--- config.mk ---
export PLATFORM = sky130hd
export DESIGN_NAME = single_err_search_ctrl
export DESIGN_NICKNAME = d
export VERILOG_FILES = /design/src/rtl/single_err_search_ctrl.sv
export SDC_FILE = /design/constraint.sdc
export NUM_CORES = 1
export LEC_CHECK = 0
export ABC_CLOCK_PERIOD_IN_PS = 3700
export CAP_MARGIN = 20
export CORE_UTILIZATION = 30
export DETAILED_ROUTE_END_ITERATION = 7
export GPL_ROUTABILITY_DRIVEN = 0
export PLACE_DENSITY = 0.7
export SYNTH_ARGS = -nofsm -noshare
export SYNTH_HDL_FRONTEND = slang
export SYNTH_SLANG_ARGS = --single-unit
--- constraint.sdc ---
create_clock -name clk -period 3.7 [get_ports clk]
set_clock_uncertainty 0.1 [all_clocks]
set_input_delay 0.555 -clock clk [delete_from_list [all_inputs] [get_ports clk]]
set_output_delay 0.555 -clock clk [all_outputs]
set_load 0.005 [all_outputs]
--- src/rtl/single_err_search_ctrl.sv ---
// -----------------------------------------------------------------------------
// single_err_search_ctrl
// Sequential single-error position search for the QR BCH decode path.
// Latches one syndrome per input handshake, walks candidate positions
// 0..NUM_POS-1 into the single-position syndrome checker, one per cycle,
// tracks how many candidates hit and reports found/position/multi downstream
// over a valid/ready handshake.
//
// Configuration macro:
//   SINGLE_ERR_SEARCH_EARLY_EXIT_EN  - stop scanning at the first checker hit
//                                      (variable latency, res_multi tied 0).
//                                      Undefined: every candidate is scanned.
//
// Ports:
//   clk, rst_n        clock (rising edge), async active-low reset
//   s_valid/s_ready   syndrome input handshake, s_in is the syndrome
//   chk_s, chk_pos    latched syndrome and candidate position to the checker
//   chk_flag          checker hit for the current candidate (combinational)
//   chk_pos_ret       position echoed by the checker on a hit
//   res_valid/ready   result handshake
//   res_found         exactly one candidate hit
//   res_pos           hit position (0 unless res_found)
//   res_multi         more than one candidate hit
// -----------------------------------------------------------------------------
module single_err_search_ctrl #(
    parameter int unsigned SW      = 36,
    parameter int unsigned PW      = 6,
    parameter int unsigned NUM_POS = 37
) (
    input  logic          clk,
    input  logic          rst_n,
    input  logic          s_valid,
    input  logic [SW-1:0] s_in,
    output logic          s_ready,
    output logic [SW-1:0] chk_s,
    output logic [PW-1:0] chk_pos,
    input  logic          chk_flag,
    input  logic [PW-1:0] chk_pos_ret,
    output logic          res_valid,
    output logic          res_found,
    output logic [PW-1:0] res_pos,
    output logic          res_multi,
    input  logic          res_ready
);

`ifdef SINGLE_ERR_SEARCH_EARLY_EXIT_EN
    localparam bit EARLY_EXIT = 1'b1;
`else
    localparam bit EARLY_EXIT = 1'b0;
`endif

    localparam logic [PW-1:0] LAST_POS = PW'(NUM_POS - 1);
    localparam logic [1:0]    CNT_SAT  = 2'd2;

    typedef enum logic [1:0] {
        IDLE = 2'd0,
        SCAN = 2'd1,
        DONE = 2'd2
    } state_e;

    state_e        state_q;
    logic          s_ready_q;
    logic [SW-1:0] chk_s_q;
    logic [PW-1:0] chk_pos_q;
    logic [1:0]    hit_cnt_q;
    logic [PW-1:0] hit_pos_q;
    logic          res_valid_q;
    logic          res_found_q;
    logic [PW-1:0] res_pos_q;
    logic          res_multi_q;

    // Hit bookkeeping including the candidate sampled this cycle, so the
    // last scan cycle's hit is already visible when the result is latched.
    logic [1:0]    hit_cnt_d;
    logic [PW-1:0] hit_pos_d;
    logic          scan_end_c;

    always_comb begin
        hit_cnt_d  = hit_cnt_q;
        hit_pos_d  = hit_pos_q;
        scan_end_c = 1'b0;
        if (chk_flag) begin
            if (hit_cnt_q != CNT_SAT) begin
                hit_cnt_d = hit_cnt_q + 2'd1;
            end
            if (hit_cnt_q == 2'd0) begin
                hit_pos_d = chk_pos_ret;
            end
        end
        if ((chk_pos_q == LAST_POS) || (EARLY_EXIT && chk_flag)) begin
            scan_end_c = 1'b1;
        end
    end

    // Control FSM with registered handshake, checker and result outputs.
    always_ff @(posedge clk or negedge rst_n) begin
        if (!rst_n) begin
            state_q     <= IDLE;
            s_ready_q   <= 1'b1;
            chk_s_q     <= '0;
            chk_pos_q   <= '0;
            hit_cnt_q   <= '0;
            hit_pos_q   <= '0;
            res_valid_q <= 1'b0;
            res_found_q <= 1'b0;
            res_pos_q   <= '0;
            res_multi_q <= 1'b0;
        end else begin
            case (state_q)
                IDLE: begin
                    if (s_valid) begin
                        chk_s_q     <= s_in;
                        chk_pos_q   <= '0;
                        hit_cnt_q   <= '0;
                        hit_pos_q   <= '0;
                        res_found_q <= 1'b0;
                        res_pos_q   <= '0;
                        res_multi_q <= 1'b0;
                        s_ready_q   <= 1'b0;
                        state_q     <= SCAN;
                    end
                end
                SCAN: begin
                    hit_cnt_q <= hit_cnt_d;
                    hit_pos_q <= hit_pos_d;
                    if (scan_end_c) begin
                        res_valid_q <= 1'b1;
                        res_found_q <= (hit_cnt_d == 2'd1);
                        res_pos_q   <= (hit_cnt_d == 2'd1) ? hit_pos_d : '0;
                        res_multi_q <= EARLY_EXIT ? 1'b0 : (hit_cnt_d >= CNT_SAT);
                        state_q     <= DONE;
                    end else begin
                        chk_pos_q <= chk_pos_q + PW'(1);
                    end
                end
                DONE: begin
                    if (res_ready) begin
                        res_valid_q <= 1'b0;
                        s_ready_q   <= 1'b1;
                        state_q     <= IDLE;
                    end
                end
                default: begin
                    state_q   <= IDLE;
                    s_ready_q <= 1'b1;
                end
            endcase
        end
    end

    assign s_ready   = s_ready_q;
    assign chk_s     = chk_s_q;
    assign chk_pos   = chk_pos_q;
    assign res_valid = res_valid_q;
    assign res_found = res_found_q;
    assign res_pos   = res_pos_q;
    assign res_multi = res_multi_q;

endmodule

==> results.sh, run 1 <==
export IMPL_status="finished, final reports clean"
export IMPL_initial_core_util_pct=31.4
export IMPL_leakagePower_nw=1.78
export IMPL_seq_area_frac_synth_pct=59.6
export IMPL_postSynthAreaPerCell_sq_um=9.65
export IMPL_vias=2191
export IMPL_maxCapViolations=0
export IMPL_die_h_um=95.2
export IMPL_cts_resized_gates=0
export IMPL_stdcell_count=476
export IMPL_power_total_mw=2.70
export IMPL_ir_worst_vdd_mv=0.278
export IMPL_worst_path_most_repeated_cell="nand2_1"
export IMPL_drt_total_wl_mm=6.21
export IMPL_async_flop_share_pct=100
export IMPL_place_inst=463
export IMPL_rows=33
export IMPL_synth_largest_area_cell="dfrtp_1"
export IMPL_crit_chain="clkdlybuf4s50_1 -> nand3b_1 -> buf_4 -> nand2_1 -> nand2_1"
export IMPL_yosysTopAreaCellShare_pct=58.6
export IMPL_antenna_found_initial=0
export IMPL_clk_latency_ps=330
export IMPL_synthTopCellsByArea="dfrtp_1, nand2_1, nand3_1, mux2i_1, o31ai_1"
export IMPL_synth_ff_latch_count=62
export IMPL_drc=0
export IMPL_power_density_mw_per_mm2=706
export IMPL_io_buffer_count=98
export IMPL_max_freq_ghz=0.476
export IMPL_clock_sinks=62
export IMPL_vias_per_cell=4.60
export IMPL_coreArea_sq_mm=0.00830
export IMPL_clock_root_buffer="clkbuf_8"
export IMPL_arrival_ps=2220
export IMPL_multi_input_area_sq_um=951
export IMPL_dp_slack_ps=1240
export IMPL_grt_max_degree=44
export IMPL_ys_warn_count=0
export IMPL_cp_max_fo=32
export IMPL_clkTransAtPathRegs_ps=60
export IMPL_ant_nets=0
export IMPL_cp_slowest_stage_delay_ps=500
export IMPL_rsz0062_at_grt="false"
export IMPL_numCtsBuffers=9
export IMPL_track_usage_pct=14.6
export IMPL_cts_tree="built"
export IMPL_hpwl_mm=4.38
export IMPL_overflow=0
export IMPL_grt_pass1_vias=2101
export IMPL_clockBufferDepth=2
export IMPL_hold_viol=0
export IMPL_crit_required_ps=3820
export IMPL_cts_setup_buffers=0
export IMPL_slew_viol_final=0
export IMPL_setup_viol=0
export IMPL_pin_count=99
export IMPL_cts_hold_buf=0
export IMPL_ctsHtreeMaxLevel=3
export IMPL_synth_top_flop_cell="dfrtp_1"
export IMPL_synth_edf_count=0
export IMPL_crit_slowest_cell="clkdlybuf4s50_1"
export IMPL_drt_iter0_markers=48
export IMPL_crit_path_start_kind="primary input"
export IMPL_n_fill_cell=808
export IMPL_die_area_sq_mm=0.00906
export IMPL_syn_area_sq_mm=0.00261
export IMPL_fin_setup_tns_ps=0
export IMPL_finalWorstSetupSlack_ps=1600
export IMPL_synth_cells=270
export IMPL_hold_class="primary input to async pin"
export IMPL_first_pass_iters=4
export IMPL_seq_area_sq_mm=0.00155
export IMPL_path_class="primary input to register"
export IMPL_wl_per_cell_um=13.1
export IMPL_die_w_um=95.2
export IMPL_fin_crit_ps=2100
export IMPL_grt_pass1_wl_mm=9.93
export IMPL_tightest_slew_ps=935
export IMPL_syn_num_nets=320
export IMPL_area_growth_pct=46.8
export IMPL_relSlewSlack_pct=37.7
export IMPL_layout_nets=419
export IMPL_yosysUniqueCellTypes=35
export IMPL_critPathCaptureType="register"
export IMPL_diodes=0
export IMPL_drive_gt1_share_pct=6.47
export IMPL_min_period_over_period_pct=56.8
## cell usage in the layout, fill, tap and decap left out, types with 2 or more instances in the layout
| cell | netlist | final |
|---|---|---|
| nor2_1 | 2 | 2 |
| mux2i_1 | 7 | 7 |
| o21ai_0 | 10 | 10 |
| o31ai_1 | 8 | 8 |
| nand2_1 | 112 | 112 |
| dfrtp_1 | 61 | 61 |
| buf_4 | 2 | 4 |
| clkbuf_8 | 0 | 11 |
| a21o_1 | 2 | 2 |
| a21oi_1 | 3 | 3 |
| clkdlybuf4s50_1 | 0 | 97 |
| o211ai_1 | 2 | 2 |
| inv_1 | 5 | 5 |
| nand3_1 | 21 | 21 |
| o21ai_1 | 2 | 2 |
| clkinv_2 | 0 | 2 |
| ha_1 | 3 | 3 |
## where the power goes
part	leakage, nW	internal, mW	total (mW)	switching [mW]
registers	0.783	0.961	1.15	0.186
clock network	0.0869	0.266	0.510	0.243
logic	0.907	0.620	1.04	0.424
total	1.78	1.85	2.70	0.854
## state kept, by name, indices dropped and copies added, names as in the netlist
| register | cells |
|---|---|
| chk_s | 36 |
| chk_pos | 6 |
| hit_pos_q | 6 |
| res_pos | 6 |
| hit_cnt_q | 2 |
| state_q | 2 |
| res_found | 1 |
| res_multi | 1 |
| res_valid | 1 |
| s_ready | 1 |
## worst max-delay path, delay by kind of cell
family,cells,cell delay (ps)
buffers and inverters,2,960
AND/OR/NAND/NOR,3,670
## kinds of logic after synthesis
| kind of cell | share of synthesized area (%) |
|---|---|
| multiplexers | 2.69 |
| AND/OR/NAND/NOR | 24.0 |
| flip-flops | 59.6 |
| adder cells (fa/ha/maj) | 1.44 |
| buffers and inverters | 3.94 |
| AO/OA/AOI/OAI | 8.02 |
| XOR/XNOR | 0.336 |
## layer usage
| layer | global-route usage (%) | routed length, um | share of wire [%] | vias to the layer above |
|---|---|---|---|---|
| met5 | 0 | 0 | 0 | - |
| met4 | 7.20 | 102 | 1.6 | 0 |
| met3 | 4.23 | 421 | 6.8 | 12 |
| met2 | 23.0 | 2850 | 46 | 77 |
| met1 | 18.2 | 2840 | 46 | 1019 |
| li1 | - | - | - | 1083 |
## path summary, 6_finish.rpt
path,endpoint,slack (ps),cells after the start,start
setup / recovery,chk_s[13]$_DFFE_PN0P_,1600,5,s_valid
hold / removal,chk_s[17]$_DFFE_PN0P_,270,1,rst_n
setup reg to reg,chk_s[13]$_DFFE_PN0P_,1760,4,state_q[0]$_DFFE_PN0P_
hold reg to reg,chk_s[26]$_DFFE_PN0P_,370,2,chk_s[26]$_DFFE_PN0P_
max in group asynchronous,chk_s[15]$_DFFE_PN0P_,2400,2,rst_n
min in group clk,chk_s[26]$_DFFE_PN0P_,370,2,chk_s[26]$_DFFE_PN0P_
## cell type report
class	count	share of cell area [%]
flip-flops and latches	62	40.6
repair buffers	102	26.3
multi-input cells	188	24.9
clock buffers	11	3.96
well taps	105	3.43
inverters	6	0.589
clock inverters	2	0.262
## Yosys cell counts, types with 2 or more instances
master	number
a21o_1	2
a21oi_1	3
buf_2	10
buf_4	2
dfrtp_1	61
ha_1	3
inv_1	5
mux2i_1	7
nand2_1	112
nand3_1	21
nor2_1	2
o211ai_1	2
o21ai_0	10
o21ai_1	2
o31ai_1	8
## stage by stage
step           cell area, sq um  hold WS (ps)  util (%)
5_1_grt                    3820           330      46.1
2_1_floorplan              2610           159         -
6_report                   3820           270      46.1
3_5_place_dp               3660           362      44.1
3_3_place_gp               3660           357      44.1
4_1_cts                    3820           298      46.1
No activity file was read; power rests on OpenSTA's default activity.
==> run 2: changes to the inputs <==
--- a/config.mk
+++ b/config.mk
@@ -5,12 +5,12 @@
 export SDC_FILE = /design/constraint.sdc
 export NUM_CORES = 1
 export LEC_CHECK = 0
-export ABC_CLOCK_PERIOD_IN_PS = 3700
+export ABC_CLOCK_PERIOD_IN_PS = 1800
 export CAP_MARGIN = 20
 export CORE_UTILIZATION = 30
 export DETAILED_ROUTE_END_ITERATION = 7
 export GPL_ROUTABILITY_DRIVEN = 0
-export PLACE_DENSITY = 0.7
+export PLACE_DENSITY = 0.72
 export SYNTH_ARGS = -nofsm -noshare
 export SYNTH_HDL_FRONTEND = slang
 export SYNTH_SLANG_ARGS = --single-unit
==> constraint.sdc (replaced) <==
create_clock -name clk -period 1.8 [get_ports clk]
set_clock_uncertainty 0.1 [all_clocks]
set_input_delay 0.27 -clock clk [delete_from_list [all_inputs] [get_ports clk]]
set_output_delay 0.27 -clock clk [all_outputs]
set_load 0.005 [all_outputs]
==> results.sh, run 2 (synthesis results as in run 1) <==
export IMPL_status="finished, final reports clean"
export IMPL_cts_tree="built"
export IMPL_grt_pass1_vias=2204
export IMPL_crit_slowest_cell="dfstp_2"
export IMPL_clockBufferDepth=2
export IMPL_critPathCaptureType="output pin"
export IMPL_ant_nets=0
export IMPL_path_class="register to output pin"
export IMPL_finalWorstSetupSlack_ps=42.1
export IMPL_numCtsBuffers=9
export IMPL_layout_nets=426
export IMPL_pin_count=99
export IMPL_place_inst=469
export IMPL_cp_slowest_stage_delay_ps=540
export IMPL_seq_area_sq_mm=0.00155
export IMPL_maxCapViolations=0
export IMPL_min_period_over_period_pct=97.7
export IMPL_clk_latency_ps=330
export IMPL_largest_reg_flops=36
export IMPL_first_pass_iters=4
export IMPL_multi_input_area_sq_um=960
export IMPL_relSlewSlack_pct=69.0
export IMPL_vias_per_cell=4.57
export IMPL_clock_sinks=62
export IMPL_rsz0062_at_grt="false"
export IMPL_crit_family="flip-flops"
export IMPL_power_density_mw_per_mm2=1440
export IMPL_antenna_found_initial=0
export IMPL_io_buffer_count=98
export IMPL_area_growth_pct=50.5
export IMPL_clkTransAtPathRegs_ps=70
export IMPL_setup_viol=0
export IMPL_hpwl_mm=4.76
export IMPL_rows=33
export IMPL_r2r_slack_ps=120
export IMPL_grt_pass1_wl_mm=10.3
export IMPL_vias=2223
export IMPL_final_cell_mix="nand2_1, clkdlybuf4s50_1, dfrtp_1"
export IMPL_crit_chain="clkdlybuf4s50_1"
export IMPL_drt_total_wl_mm=6.37
export IMPL_finish_utilization_pct=47.2
export IMPL_diodes=0
export IMPL_arrival_ps=1390
export IMPL_hold_class="primary input to async pin"
export IMPL_drt_iter0_markers=75
export IMPL_die_area_sq_mm=0.00906
export IMPL_overflow=0
export IMPL_leakagePower_nw=1.81
export IMPL_ir_worst_vdd_mv=0.584
export IMPL_path_buf_inv=1
export IMPL_crit_path_start_kind="register"
export IMPL_die_w_um=95.2
export IMPL_stdcell_count=486
export IMPL_final_common_cell="nand2_1"
export IMPL_tightest_slew_ps=465
export IMPL_drc=0
export IMPL_coreArea_sq_mm=0.00830
export IMPL_crit_required_ps=1430
export IMPL_slew_viol_final=0
export IMPL_n_fill_cell=790
export IMPL_fin_setup_tns_ps=0
export IMPL_die_h_um=95.2
export IMPL_track_usage_pct=15.0
export IMPL_max_freq_ghz=0.569
export IMPL_grt_max_degree=34
export IMPL_hold_viol=0
export IMPL_initial_core_util_pct=31.4
export IMPL_drive_gt1_share_pct=8.66
export IMPL_dp_slack_ps=18.5
export IMPL_ctsHtreeMaxLevel=3
export IMPL_wl_per_cell_um=13.1
export IMPL_fin_crit_ps=1760
export IMPL_clock_root_buffer="clkbuf_8"
export IMPL_cp_max_fo=3
run 2: repair_timing:
action | 4_1_cts | 5_1_grt
resized for setup | 0 | 3
setup buffers | 0 | 0
hold buffers | 1 | 0
endpoints found under the hold margin | 16 | 0
endpoints found under the setup margin | 0 | 10
run 2: layout make-up:
type | instances | area share, %
timing repair buffer | 109 | 27.7
clock inverter | 4 | 0.574
tap | 105 | 3.35
multi-input combinational | 188 | 24.5
sequential | 62 | 39.6
inverter | 6 | 0.574
clock buffer | 12 | 3.70
run 2: worst paths after layout:
check / endpoint / start / cells after the start
min: hit_pos_q[2]$_DFFE_PN0P_ / rst_n / 2
min in group clk: chk_s[7]$_DFFE_PN0P_ / s_in[7] / 3
min reg2reg: chk_s[27]$_DFFE_PN0P_ / chk_s[27]$_DFFE_PN0P_ / 2
max in group asynchronous: s_ready$_DFFE_PN1P_ / rst_n / 3
max reg2reg: chk_pos[2]$_DFFE_PN0P_ / chk_pos[1]$_DFFE_PN0P_ / 6
max: s_ready / s_ready$_DFFE_PN1P_ / 1
run 2: report_power, final:
part           switching, mW  internal, mW
sequential             0.388          1.98
clock                  0.508         0.530
combinational          0.911          1.33
run 2: per-layer routing:
layer / vias up / part of all wire (%) / track usage (%)
met5: - / 0 / 0
met4: 0 / 1.0 / 4.55
met3: 6 / 5.4 / 4.63
met2: 57 / 51 / 25.3
met1: 1062 / 43 / 18.3
li1: 1098 / - / -
run 2: metrics by stage:
stage,hold slack [ps],instance area [sq um],power [mW]
final,318,3920,5.64
after global routing,352,3920,6.11
after CTS,327,3910,5.72
after detailed placement,151,3730,4.65
after global placement,142,3730,4.54
after floorplan,-126,2610,3.26
